File: config.mk
export PLATFORM = sky130hd
export DESIGN_NAME = median_frame_writer_flat
export DESIGN_NICKNAME = d
export VERILOG_FILES = /design/src/rtl/median_frame_writer_pkg.sv /design/src/rtl/median_frame_writer_if.sv /design/src/rtl/median_frame_writer_raster_counter.sv /design/src/rtl/median_frame_writer.sv /design/src/flat_wrapper.sv
export SDC_FILE = /design/constraint.sdc
export NUM_CORES = 1
export LEC_CHECK = 0
export ABC_AREA = 1
export BUFFER_PORTS_ARGS = -buffer_cell sky130_fd_sc_hd__buf_2
export CORE_MARGIN = 4
export CORE_UTILIZATION = 40
export DETAILED_ROUTE_END_ITERATION = 16
export SLEW_MARGIN = 20
export SYNTH_ARGS = -nofsm -noshare
export SYNTH_HDL_FRONTEND = slang
export SYNTH_HIERARCHICAL = 1
export SYNTH_SLANG_ARGS = --single-unit
File: constraint.sdc
create_clock -name clk_i -period 4.49 [get_ports clk_i]
set_input_delay 0.898 -clock clk_i [delete_from_list [all_inputs] [get_ports clk_i]]
set_output_delay 0.898 -clock clk_i [all_outputs]
set_load 0.02 [all_outputs]
File: src/rtl/median_frame_writer_pkg.sv
// Shared definitions for the median filter result path: default geometry,
// writer FSM encoding and the border test used by writer and window generator.
package median_frame_writer_pkg;

  localparam int IMG_W_DEF = 320;
  localparam int IMG_H_DEF = 240;

  typedef enum logic [1:0] {
    ST_IDLE = 2'd0,
    ST_RUN  = 2'd1,
    ST_DONE = 2'd2
  } state_e;

  // Border = outermost row or column; the 3x3 window has no full neighbourhood there.
  function automatic logic is_border(input int row, input int col, input int w, input int h);
    return (row == 0) || (row == h - 1) || (col == 0) || (col == w - 1);
  endfunction

endpackage

File: src/rtl/median_frame_writer_if.sv
// Result stream from the median core plus the frame RAM write port.
interface median_frame_writer_if #(
  parameter int DATA_W = 8,
  parameter int ADDR_W = 17
);
  logic              res_valid_i;
  logic [DATA_W-1:0] res_data_i;
  logic              res_ready_o;
  logic              wr_en_o;
  logic [ADDR_W-1:0] wr_addr_o;
  logic [DATA_W-1:0] wr_data_o;

  modport master (
    input  res_valid_i, res_data_i,
    output res_ready_o, wr_en_o, wr_addr_o, wr_data_o
  );

  modport slave (
    output res_valid_i, res_data_i,
    input  res_ready_o, wr_en_o, wr_addr_o, wr_data_o
  );
endinterface

File: src/rtl/median_frame_writer_raster_counter.sv
// Raster position tracker: col/row/linear address, advancing one pixel per inc.
module raster_counter #(
  parameter int IMG_W  = 320,
  parameter int IMG_H  = 240,
  parameter int ADDR_W = 17,
  parameter int COL_W  = $clog2(IMG_W),
  parameter int ROW_W  = $clog2(IMG_H)
) (
  input  logic              clk_i,
  input  logic              rst_i,
  input  logic              clr,
  input  logic              inc,
  output logic [COL_W-1:0]  col,
  output logic [ROW_W-1:0]  row,
  output logic [ADDR_W-1:0] addr,
  output logic              last_col,
  output logic              last_pix
);

  assign last_col = (col == COL_W'(IMG_W - 1));
  assign last_pix = last_col && (row == ROW_W'(IMG_H - 1));

  // Wraps to the origin after the final pixel so the next frame starts clean.
  always_ff @(posedge clk_i) begin
    if (rst_i || clr) begin
      col  <= '0;
      row  <= '0;
      addr <= '0;
    end else if (inc) begin
      addr <= last_pix ? '0 : addr + ADDR_W'(1);
      if (last_col) begin
        col <= '0;
        row <= last_pix ? '0 : row + ROW_W'(1);
      end else begin
        col <= col + COL_W'(1);
      end
    end
  end

endmodule

File: src/rtl/median_frame_writer.sv
// Writes one IMG_W x IMG_H frame in raster order: border pixels get BORDER_VAL,
// interior pixels take filter results from the upstream stream.
module median_frame_writer
  import median_frame_writer_pkg::*;
#(
  parameter int                IMG_W      = IMG_W_DEF,
  parameter int                IMG_H      = IMG_H_DEF,
  parameter int                DATA_W     = 8,
  parameter int                ADDR_W     = 17,
  parameter logic [DATA_W-1:0] BORDER_VAL = '0
) (
  input  logic                  clk_i,
  input  logic                  rst_i,
  input  logic                  start_i,
  median_frame_writer_if.master bus,
  output logic                  busy_o,
  output logic                  done_o,
  output logic                  ovf_o
);

  localparam int COL_W = $clog2(IMG_W);
  localparam int ROW_W = $clog2(IMG_H);

  state_e              state_q, state_d;
  logic [COL_W-1:0]    col;
  logic [ROW_W-1:0]    row;
  logic [ADDR_W-1:0]   addr;
  logic                last_col, last_pix, frame_end;
  logic                border, beat, clr, tail_q;

  assign clr       = (state_q == ST_IDLE) && start_i;
  assign border    = is_border(int'(row), int'(col), IMG_W, IMG_H);
  assign frame_end = last_col && last_pix;

  raster_counter #(
    .IMG_W (IMG_W),
    .IMG_H (IMG_H),
    .ADDR_W(ADDR_W),
    .COL_W (COL_W),
    .ROW_W (ROW_W)
  ) u_cnt (
    .clk_i   (clk_i),
    .rst_i   (rst_i),
    .clr     (clr),
    .inc     (beat),
    .col     (col),
    .row     (row),
    .addr    (addr),
    .last_col(last_col),
    .last_pix(last_pix)
  );

  always_ff @(posedge clk_i) begin
    if (rst_i) state_q <= ST_IDLE;
    else       state_q <= state_d;
  end

  // RUN lingers one cycle after the final beat (tail_q) so busy_o covers the last write.
  always_comb begin
    state_d = state_q;
    unique case (state_q)
      ST_IDLE: if (start_i) state_d = ST_RUN;
      ST_RUN:  if (tail_q)  state_d = ST_DONE;
      ST_DONE: state_d = ST_IDLE;
      default: state_d = ST_IDLE;
    endcase
  end

  always_comb begin
    bus.res_ready_o = 1'b0;
    busy_o          = 1'b0;
    done_o          = 1'b0;
    beat            = 1'b0;
    unique case (state_q)
      ST_RUN: begin
        busy_o          = 1'b1;
        bus.res_ready_o = !tail_q && !border;
        beat            = !tail_q && (border || bus.res_valid_i);
      end
      ST_DONE: done_o = 1'b1;
      default: ;
    endcase
  end

  always_ff @(posedge clk_i) begin
    if (rst_i) begin
      bus.wr_en_o   <= 1'b0;
      bus.wr_addr_o <= '0;
      bus.wr_data_o <= '0;
      tail_q        <= 1'b0;
      ovf_o         <= 1'b0;
    end else begin
      bus.wr_en_o <= beat;
      if (beat) begin
        bus.wr_addr_o <= addr;
        bus.wr_data_o <= border ? BORDER_VAL : bus.res_data_i;
      end
      if (clr)                     tail_q <= 1'b0;
      else if (beat && frame_end)  tail_q <= 1'b1;
      // A result offered while idle has nowhere to go; flag it until the next frame.
      if (clr)                                          ovf_o <= 1'b0;
      else if ((state_q == ST_IDLE) && bus.res_valid_i) ovf_o <= 1'b1;
    end
  end

endmodule

File: src/flat_wrapper.sv
// flat-port wrapper written by rule: the top's interface ports become plain ports
module median_frame_writer_flat import median_frame_writer_pkg::*;
#(
  parameter int                IMG_W      = IMG_W_DEF,
  parameter int                IMG_H      = IMG_H_DEF,
  parameter int                DATA_W     = 8,
  parameter int                ADDR_W     = 17,
  parameter logic [DATA_W-1:0] BORDER_VAL = '0
)
  (clk_i, rst_i, start_i, busy_o, done_o, ovf_o, bus_res_valid_i, bus_res_data_i, bus_res_ready_o, bus_wr_en_o, bus_wr_addr_o, bus_wr_data_o);
  median_frame_writer_if #(.DATA_W(DATA_W), .ADDR_W(ADDR_W)) bus_i ();
  input  logic clk_i;
  input  logic rst_i;
  input  logic start_i;
  output logic busy_o;
  output logic done_o;
  output logic ovf_o;
  input wire logic [$bits(bus_i.res_valid_i)-1:0] bus_res_valid_i;
  input wire logic [$bits(bus_i.res_data_i)-1:0] bus_res_data_i;
  output wire logic [$bits(bus_i.res_ready_o)-1:0] bus_res_ready_o;
  output wire logic [$bits(bus_i.wr_en_o)-1:0] bus_wr_en_o;
  output wire logic [$bits(bus_i.wr_addr_o)-1:0] bus_wr_addr_o;
  output wire logic [$bits(bus_i.wr_data_o)-1:0] bus_wr_data_o;
  assign bus_i.res_valid_i = bus_res_valid_i;
  assign bus_i.res_data_i = bus_res_data_i;
  assign bus_res_ready_o = bus_i.res_ready_o;
  assign bus_wr_en_o = bus_i.wr_en_o;
  assign bus_wr_addr_o = bus_i.wr_addr_o;
  assign bus_wr_data_o = bus_i.wr_data_o;
  median_frame_writer #(.IMG_W(IMG_W), .IMG_H(IMG_H), .DATA_W(DATA_W), .ADDR_W(ADDR_W), .BORDER_VAL(BORDER_VAL)) u_core (.clk_i(clk_i), .rst_i(rst_i), .start_i(start_i), .bus(bus_i), .busy_o(busy_o), .done_o(done_o), .ovf_o(ovf_o));
endmodule
==> qor.txt, run 1 <==
Root buf cell -> sky130_fd_sc_hd__clkbuf_8
Nets@finish -> 491
Max-capacitance violation count -> 0
Part of the power in combinational logic -> 8.6%
Count of hold buffers inserted by post-cts repair -> 0
Share of final-layout standard cells stronger than drive strength 1 -> 15.6%
Routability Congestion -> 0.898
Hold Path Class -> reg2reg
Initial antenna violation count -> 0
Peak VDD IR -> 0.151 mV
Number of core rows -> 31
Power Internal -> 0.923 mW
Maximum count of clock buffers along a single path -> 2
Vias per Instance -> 4.73
Tmin final -> 2.63 ns
Synth-to-layout area growth -> 15.9%
Total standard cell area after synthesis -> 0.00297 sq mm
Tcrit/Tclk final -> 58.6%
Post-CTS setup buffer count -> 0
Top Layer Used -> met4
Switching fraction of total power -> 24.6%
Floorplan core area -> 0.00725 sq mm
TritonRoute pass-1 iters -> 4
Largest stage delay on the critical path -> 0.50 ns
Clock Latency Late Sink -> 0.33 ns
Antenna diode count -> 0
Detail-routed net length per standard cell -> 11.1 um
Mapped Nets -> 449
Most frequent standard cell in the layout excluding fill and tap cells -> sky130_fd_sc_hd__nor2_1
Async set or reset register ratio after synthesis -> 0%
Number of enable-type register cells in the synthesized netlist -> 0
Slew margin rel. -> 45.5%
Horizontal die dimension -> 94.2 um
Critical-path cell with the highest stage delay -> sky130_fd_sc_hd__o21ai_2
Pin count of the biggest net entering global routing -> 33
Post-cts repair resize count -> 0
Count of vias placed by the detailed router -> 2740
Status -> completed
Overall Power -> 1.22 mW
Worst Clk Skew -> 0.00841 ns
Cell count after synthesis -> 434
Die ar. -> 0.00887 sq mm
Hpwl dp -> 4760 um
Power density normalized to cell area -> 356 mW/mm^2
Number of top-level pins -> 42
Commonest non-fill, non-tap cells in the layout -> sky130_fd_sc_hd__nor2_1, sky130_fd_sc_hd__nand2_1, sky130_fd_sc_hd__dfxtp_1, sky130_fd_sc_hd__inv_1, sky130_fd_sc_hd__buf_2
Switching power of the nets -> 0.301 mW
Port bufs -> 41
Data required time at the worst endpoint -> 4.69 ns
Yosys warnings -> 6
Detailed-routed wire length on met3 -> 289 um
TritonCTS sink count -> 64
DR iter-0 viols -> 139
Total wire length after detailed routing -> 6460 um
Aggregate global-route resource usage -> 15.6%
Part of the total power dissipated in the clock network -> 42.9%
Vias in the first global route -> 2476
Synth Area per Inst -> 6.85 sq um
Remaining design rule violation count -> 0
Number of levels in the clock H-tree -> 3
Main synth FF type -> sky130_fd_sc_hd__dfxtp_1
Clock-pin slew on the worst setup and hold paths -> 0.07 ns
Largest fanout on the critical path -> 32
Path type of the worst setup path -> reg2reg
Antenna viol nets, final -> 0
List of cells traversed by the critical path -> inv_1, nor2_2, inv_1, nor2_2, nand2_4, clkinv_4, nand3_2, nor2_4, nand2_2, o21ai_2, nor2_1
Final Setup Violations -> 0
Top achievable clock speed -> 380 MHz
Wire length on met2 -> 2910 um
Final count of hold timing violations -> 0
RSZ-0062 raised after global routing -> no
Sequential fraction of the synthesis area -> 43.1%
# fillers -> 757
TritonCTS buffer count -> 9
Share of power burned in registers -> 48.5%
Slew Limit Fails -> 0
Seq cells post-synth -> 64
Global route overflow -> 0
TritonCTS clock tree -> built
CP Data Arrival Time -> 2.83 ns
Transition time at the pin with the least slew margin -> 0.815 ns
Number of different library cells in the post-synthesis netlist -> 32
CP endpoint kind -> flop
Wire length of the first global-routing pass -> 11100 um
CP Launch Type -> flop
Met1 WL -> 3160 um
Initial core utilization -> 41.0%
DIE HEIGHT -> 94.2 um
Static Leak -> 1.41 nW
Post-Route Setup TNS -> 0 ns
-- flip-flops by register name, summed over array words and instances, names as in the netlist --
name and cells:
u_core/state_q 2, u_core/u_cnt/addr 17, u_core/bus.wr_en_o 1, u_core/ovf_o 1, u_core/tail_q 1, u_core/u_cnt/col 9, u_core/bus.wr_addr_o 17, u_core/bus.wr_data_o 8
u_core/u_cnt/row 8
-- power by group through the flow --
stage | Combinational (mW) | Sequential (mW) | Clock [mW]
finish | 0.105 | 0.593 | 0.525
global route | 0.120 | 0.596 | 0.567
CTS | 0.107 | 0.594 | 0.543
detailed placement | 0.106 | 0.607 | 0
global placement | 0.105 | 0.606 | 0
floorplan | 0.0633 | 0.623 | 0
-- layout make-up --
type / count / area (sq um) / share of cell area, %
Clock buffer: 9 / 124 / 3.60
Multi-Input combinational cell: 313 / 1440 / 41.9
Inverter: 47 / 181 / 5.27
Timing Repair Buffer: 41 / 205 / 5.96
Tap cell: 99 / 124 / 3.60
Sequential cell: 64 / 1280 / 37.2
Clock inverter: 6 / 85.1 / 2.47
-- per-stage QoR --
step	worst slack, ns	hold slack, ns	area [sq um]	cells	util, %
global placement	1.70	0.453	3230	564	44.6
finish	1.86	0.469	3440	579	47.5
global route	1.52	0.486	3440	579	47.5
CTS	1.85	0.472	3440	579	47.5
floorplan	2.06	0.448	2970	434	-
detailed placement	1.62	0.461	3230	564	44.6
-- path summary, 6_finish.rpt --
path                           start                       to  slack [ns]  cells past startpoint
max                u_core/state_q[0]     u_core/u_cnt/addr[8]        1.86                     11
min          u_core/bus.wr_data_o[7]  u_core/bus.wr_data_o[7]        0.47                      2
max reg2reg        u_core/state_q[0]     u_core/u_cnt/addr[8]        1.86                     11
min reg2reg  u_core/bus.wr_data_o[7]  u_core/bus.wr_data_o[7]        0.47                      2
-- kinds of logic (layout without fill, tap and decap cells) --
family / count (synthesis) / count (layout) / share of synthesized area (%)
XOR/XNOR: 6 / 6 / 1.77
adder cells (fa/ha/maj): 3 / 3 / 1.26
flip-flops: 64 / 64 / 43.1
AND/OR/NAND/NOR: 250 / 250 / 35.8
AO/OA/AOI/OAI: 54 / 54 / 9.68
buffers and inverters: 57 / 103 / 8.34
-- synthesized netlist by cell type, types with 3 or more instances --
| master | n | share of area (%) |
|---|---|---|
| sky130_fd_sc_hd__ha_1 | 3 | 1.3 |
| sky130_fd_sc_hd__a21oi_1 | 23 | 3.9 |
| sky130_fd_sc_hd__o21ai_1 | 9 | 1.5 |
| sky130_fd_sc_hd__nor2_2 | 7 | 1.5 |
| sky130_fd_sc_hd__xor2_1 | 4 | 1.2 |
| sky130_fd_sc_hd__clkbuf_1 | 4 | 0.51 |
| sky130_fd_sc_hd__nor2_1 | 104 | 13 |
| sky130_fd_sc_hd__nand3_1 | 19 | 3.2 |
| sky130_fd_sc_hd__dfxtp_1 | 64 | 43 |
| sky130_fd_sc_hd__nor3_1 | 9 | 1.5 |
| sky130_fd_sc_hd__nand4_1 | 11 | 2.3 |
| sky130_fd_sc_hd__o21ai_0 | 16 | 2.7 |
| sky130_fd_sc_hd__inv_1 | 45 | 5.7 |
| sky130_fd_sc_hd__nand2_1 | 90 | 11 |
-- per-layer routing --
metal | GRT usage [%] | vias up
met3 | 3.21 | 10
met1 | 19.9 | 1212
met4 | 6.74 | 0
met5 | 0 | -
li1 | - | 1457
met2 | 25.4 | 61
-- critical path, delay by kind of cell, from the launching register on --
family | cells | cell delay [ns]
AOI/OAI and AO/OA | 1 | 0.50
DFF | 1 | 0.35
and+or+nand+nor | 7 | 1.26
buffers and inverters | 3 | 0.39
Note: power is estimated with default switching activity, not from simulation.
==> run 2, diff against run 1 <==
Clock period 4.49 ns to 2.4 ns, I/O delays scaled along.
==> run 2 against run 1 <==
Against the previous run: clock-buffer cell count did not move; clock skew rose by 0.0010 ns; die area unchanged; highest routed layer unchanged; first-iteration DRC count down 26%; sequential cell count unchanged; critical path depth is 4 lower.
==> qor.txt, run 2 (synthesis gave the netlist of run 1 again) <==
Final cell area excluding filler cells -> 0.00351 sq mm
PnR worst setup slack -> 0.251 ns
Die ar. -> 0.00887 sq mm
Total wire length after detailed routing -> 6590 um
Count of hold buffers inserted by post-cts repair -> 0
Slew margin rel. -> 68.1%
Antenna viol nets, final -> 0
Floorplan core area -> 0.00725 sq mm
Post-Place Cell Area -> 0.00327 sq mm
Remaining design rule violation count -> 0
Horizontal die dimension -> 94.2 um
RSZ-0062 raised after global routing -> no
Tcrit/Tclk final -> 89.5%
Status -> completed
Clock-pin slew on the worst setup and hold paths -> 0.07 ns
Transition time at the pin with the least slew margin -> 0.478 ns
Regs by FF count -> u_core/bus.wr_addr_o (17), u_core/u_cnt/addr (17), u_core/u_cnt/col (9)
Max-capacitance violation count -> 0
Setup WS pre-CTS -> 0.248 ns
CP Data Arrival Time -> 1.67 ns
Share of final-layout standard cells stronger than drive strength 1 -> 16.5%
Peak VDD IR -> 0.331 mV
Maximum count of clock buffers along a single path -> 2
Synth-to-layout area growth -> 18.2%
Slew Limit Fails -> 0
TritonCTS buffer count -> 9
Path type of the worst setup path -> reg2out
Final Setup Violations -> 0
Vias in the first global route -> 2589
Wire length of the first global-routing pass -> 11400 um
Nets@finish -> 496
# fillers -> 761
Largest fanout on the critical path -> 9
Worst hold margin -> 0.404 ns
Post-CTS setup buffer count -> 0
CP Launch Type -> flop
Most frequent standard cell in the layout excluding fill and tap cells -> sky130_fd_sc_hd__nor2_1
DIE HEIGHT -> 94.2 um
Commonest non-fill, non-tap cells in the layout -> sky130_fd_sc_hd__nor2_1, sky130_fd_sc_hd__nand2_1, sky130_fd_sc_hd__dfxtp_1, sky130_fd_sc_hd__inv_1, sky130_fd_sc_hd__buf_2
Final count of hold timing violations -> 0
Data required time at the worst endpoint -> 1.92 ns
Hold Path Class -> in2reg
Root buf cell -> sky130_fd_sc_hd__clkbuf_8
Number of levels in the clock H-tree -> 3
Pin count of the biggest net entering global routing -> 27
Post-cts repair resize count -> 0
Reg area -> 0.00128 sq mm
Detail-routed net length per standard cell -> 11.3 um
Global route overflow -> 0
Post-Route Setup TNS -> 0 ns
TritonCTS clock tree -> built
Initial antenna violation count -> 0
Aggregate global-route resource usage -> 16.1%
R2r setup slk -> 0.26 ns
Initial core utilization -> 41.0%
Power density normalized to cell area -> 685 mW/mm^2
Routability Congestion -> 0.862
Static Leak -> 1.46 nW
Number of core rows -> 31
TritonRoute pass-1 iters -> 4
Port bufs -> 41
Clock Latency Late Sink -> 0.34 ns
Vias per Instance -> 4.76
Count of vias placed by the detailed router -> 2777
CP endpoint kind -> output port
Top achievable clock speed -> 465 MHz
Worst Clk Skew -> 0.00945 ns
Hpwl dp -> 4820 um
DR iter-0 viols -> 103
Antenna diode count -> 0
TritonCTS sink count -> 64
Multi-input logic area -> 0.00145 sq mm
Number of top-level pins -> 42
Tmin final -> 2.15 ns
## run 2: cell count changes in the layout (fill, tap and decap cells not counted), sizes merged
cell / delta
buf: +5
bufinv: +1
clkinv: +1
clkinvlp: -2
## run 2: where the power goes
part	internal, mW	switching, mW	total (mW)
Clock	0.682	0.403	1.08
Sequential	1.09	0.0167	1.11
Combinational	0.0683	0.141	0.209
## run 2: metrics by stage
stage	power (mW)	std cells	utilization, %
finish	2.40	584	48.4
global route	2.52	584	48.4
CTS	2.44	584	48.3
detailed placement	1.35	569	45.1
global placement	1.34	569	45.1
floorplan	1.28	434	-
## run 2: worst max-delay path, stage by stage, from the launching register on
cell and delay [ns]:
sky130_fd_sc_hd__dfxtp_1 0.43, sky130_fd_sc_hd__nor2_1 0.09, sky130_fd_sc_hd__nand4_1 0.10, sky130_fd_sc_hd__nand2_1 0.10, sky130_fd_sc_hd__a21oi_4 0.28, sky130_fd_sc_hd__inv_1 0.07
sky130_fd_sc_hd__nor2_1 0.10, sky130_fd_sc_hd__buf_2 0.17
## run 2: area by class of cell
cell class / instances / share of cell area [%]
well taps: 99 / 3.53
inverters: 47 / 5.17
flip-flops and latches: 64 / 36.5
clock buffers: 9 / 3.53
multi-input cells: 313 / 41.3
clock inverters: 6 / 3.10
repair buffers: 46 / 6.91
## run 2: worst paths after layout
kind / end / depth (start not counted) / start
worst max register to register: u_core/u_cnt/addr[10] / 14 / u_core/u_cnt/col[2]
worst max-delay path: bus_res_ready_o / 7 / u_core/u_cnt/row[5]
worst min register to register: u_core/bus.wr_data_o[2] / 2 / u_core/bus.wr_data_o[2]
worst min-delay path: u_core/bus.wr_data_o[2] / 3 / bus_res_data_i[2]
## run 2: layer usage
metal	up-vias	wire length, um	GRT usage, %
li1	1470	-	-
met1	1246	3160	19.9
met2	50	3000	26.4
met3	11	330	5.29
met4	0	110	5.42
met5	-	0	0
==> run 3, diff against run 2 <==
Settings changed: GPL_TIMING_DRIVEN from default to 0.
Clock period 2.4 ns to 2.6 ns, I/O delays scaled along.
==> run 3 against run 2 <==
Against the previous run: critical path depth rose by 8; clock-buffer cell count grew 1; core utilization rose by 0.26 points; final area rose by 0.53%; via count down 2.1%; total power decreased by 7.1%; wire length shrank 2.1%; highest routed layer unchanged.
==> qor.txt, run 3 (synthesis gave the netlist of run 1 again) <==
Status -> completed
Largest fanout on the critical path -> 15
Most Frequent Cell on Critical Path -> sky130_fd_sc_hd__nor2_1
Number of stages on the worst hold path -> 2
Data required time at the worst endpoint -> 2.88 ns
Share of power burned in registers -> 45.9%
TritonCTS sink count -> 64
Critical Path Start -> u_core/u_cnt/row[5]
Part of the power in combinational logic -> 8.9%
Vias per Instance -> 4.62
TritonRoute pass-1 iters -> 6
Part of the total power dissipated in the clock network -> 45.2%
Count of hold buffers inserted by post-cts repair -> 0
Post-CTS setup buffer count -> 0
DR iter-0 viols -> 148
CP Data Arrival Time -> 2.60 ns
Largest stage delay on the critical path -> 0.41 ns
Clock-pin slew on the worst setup and hold paths -> 0.07 ns
TritonCTS clock tree -> built
DIE HEIGHT -> 94.2 um
Worst reg-to-reg path cell count -> 15
Initial antenna violation count -> 0
HP Start -> rst_i
Peak VDD IR -> 0.278 mV
Horizontal die dimension -> 94.2 um
Synth-to-layout area growth -> 18.8%
Hold Path Class -> in2reg
Count of vias placed by the detailed router -> 2720
Vias in the first global route -> 2496
Remaining design rule violation count -> 0
Final count of hold timing violations -> 0
Number of core rows -> 31
Global route overflow -> 0
Top achievable clock speed -> 431 MHz
Post-Route Setup TNS -> 0 ns
Floorplan core area -> 0.00725 sq mm
Layout Utilization -> 48.7%
Tmin final -> 2.32 ns
Slew Limit Fails -> 0
TritonCTS buffer count -> 9
Path type of the worst setup path -> reg2reg
List of cells traversed by the critical path -> nor2_1, nand2_1, nor2_1, nor2_2, nand3_2, nand2_4, clkinv_4, buf_8, nand3_2, nor2_4, nand2_2, nor2_1, nor2_1, o21ai_0, inv_1
Power density normalized to cell area -> 633 mW/mm^2
Regs by FF count -> u_core/bus.wr_addr_o (17), u_core/u_cnt/addr (17), u_core/u_cnt/col (9)
Root buf cell -> sky130_fd_sc_hd__clkbuf_8
CP Launch Type -> flop
# fillers -> 754
Switching power of the nets -> 0.524 mW
Pin count of the biggest net entering global routing -> 16
Maximum count of clock buffers along a single path -> 2
R2r setup slk -> 0.28 ns
Slew margin rel. -> 67.5%
Routability Congestion -> 0.834
Worst Clk Skew -> 0.00974 ns
Share of final-layout standard cells stronger than drive strength 1 -> 16.3%
Wire length of the first global-routing pass -> 10900 um
Hpwl dp -> 4760 um
Worst hold margin -> 0.398 ns
Tcrit/Tclk final -> 89.2%
Switching fraction of total power -> 23.5%
Nets@finish -> 500
Initial core utilization -> 41.0%
Origin of the critical flop-to-flop path -> u_core/u_cnt/row[5]
Critical path buffer and inverter count -> 3
Hold EP -> u_core/state_q[1]
Detail-routed net length per standard cell -> 11.0 um
Post-cts repair resize count -> 0
Most frequent standard cell in the layout excluding fill and tap cells -> sky130_fd_sc_hd__nor2_1
Final Setup Violations -> 0
Category of cells accounting for the largest share of critical-path delay -> simple AND/OR/NAND/NOR gates
Reg area -> 0.00128 sq mm
Multi-input logic area -> 0.00144 sq mm
Aggregate global-route resource usage -> 15.3%
Total wire length after detailed routing -> 6460 um
CP endpoint kind -> flop
Max-capacitance violation count -> 0
Commonest non-fill, non-tap cells in the layout -> sky130_fd_sc_hd__nor2_1, sky130_fd_sc_hd__nand2_1, sky130_fd_sc_hd__dfxtp_1, sky130_fd_sc_hd__inv_1, sky130_fd_sc_hd__buf_2
Power Internal -> 1.71 mW
Port bufs -> 40
RSZ-0062 raised after global routing -> no
Number of top-level pins -> 42
Clock Latency Late Sink -> 0.33 ns
End of the worst register-to-register path -> u_core/u_cnt/addr[10]
Die ar. -> 0.00887 sq mm
Transition time at the pin with the least slew margin -> 0.486 ns
Static Leak -> 1.46 nW
Number of levels in the clock H-tree -> 3
Antenna viol nets, final -> 0
Critical-path cell with the highest stage delay -> sky130_fd_sc_hd__dfxtp_1
Antenna diode count -> 0
[run 3: final cells by class]
cell class              count  share of cell area [%]
multi-input cells         313                    40.9
flip-flops and latches     64                    36.3
repair buffers             40                    5.67
inverters                  47                    5.14
clock buffers              10                    3.61
well taps                  99                    3.51
clock inverters             6                    3.05
plain buffers              10                    1.88
[run 3: worst max-delay path by stage]
| stage | end | slack, ns | cells after the start |
|---|---|---|---|
| floorplan | u_core/u_cnt/addr[16] | 0.55 | 12 |
| global placement | u_core/u_cnt/addr[6] | 0.12 | 12 |
| detailed placement | u_core/u_cnt/addr[6] | 0.14 | 12 |
| CTS | u_core/u_cnt/addr[10] | 0.27 | 15 |
| global route | u_core/u_cnt/addr[10] | 0.03 | 15 |
| finish | u_core/u_cnt/addr[10] | 0.28 | 15 |
[run 3: routing by layer]
| metal | up-vias | global-route usage, % | part of all wire [%] |
|---|---|---|---|
| li1 | 1472 | - | - |
| met1 | 1195 | 20.1 | 51 |
| met2 | 42 | 24.1 | 43 |
| met3 | 11 | 3.04 | 4.3 |
| met4 | 0 | 7.10 | 1.6 |
| met5 | - | 0 | 0 |
[run 3: worst register-to-register path, cell delays in order (launching register included)]
cell,delay (ns)
sky130_fd_sc_hd__dfxtp_1,0.41
sky130_fd_sc_hd__nor2_1,0.09
sky130_fd_sc_hd__nand2_1,0.07
sky130_fd_sc_hd__nor2_1,0.04
sky130_fd_sc_hd__nor2_2,0.11
sky130_fd_sc_hd__nand3_2,0.12
sky130_fd_sc_hd__nand2_4,0.14
sky130_fd_sc_hd__clkinv_4,0.10
sky130_fd_sc_hd__buf_8,0.16
sky130_fd_sc_hd__nand3_2,0.12
sky130_fd_sc_hd__nor2_4,0.06
sky130_fd_sc_hd__nand2_2,0.15
sky130_fd_sc_hd__nor2_1,0.06
sky130_fd_sc_hd__nor2_1,0.39
sky130_fd_sc_hd__o21ai_0,0.17
sky130_fd_sc_hd__inv_1,0.07
[run 3: power groups by stage]
stage	Clock, mW	Sequential [mW]	Combinational [mW]
after CTS	1.04	1.02	0.201
after global routing	1.07	1.03	0.222
after detailed placement	0	1.05	0.200
final	1.01	1.02	0.199
after floorplan	0	1.08	0.109
after global placement	0	1.05	0.199
[run 3: through the flow]
| stage | cell area [sq um] | total power [mW] | worst slack (ns) | instances |
|---|---|---|---|---|
| after CTS | 3530 | 2.26 | 0.269 | 589 |
| after floorplan | 2970 | 1.18 | 0.546 | 434 |
| final | 3530 | 2.23 | 0.282 | 589 |
| after global routing | 3530 | 2.32 | 0.0295 | 589 |
| after global placement | 3300 | 1.24 | 0.117 | 573 |
| after detailed placement | 3300 | 1.25 | 0.141 | 573 |
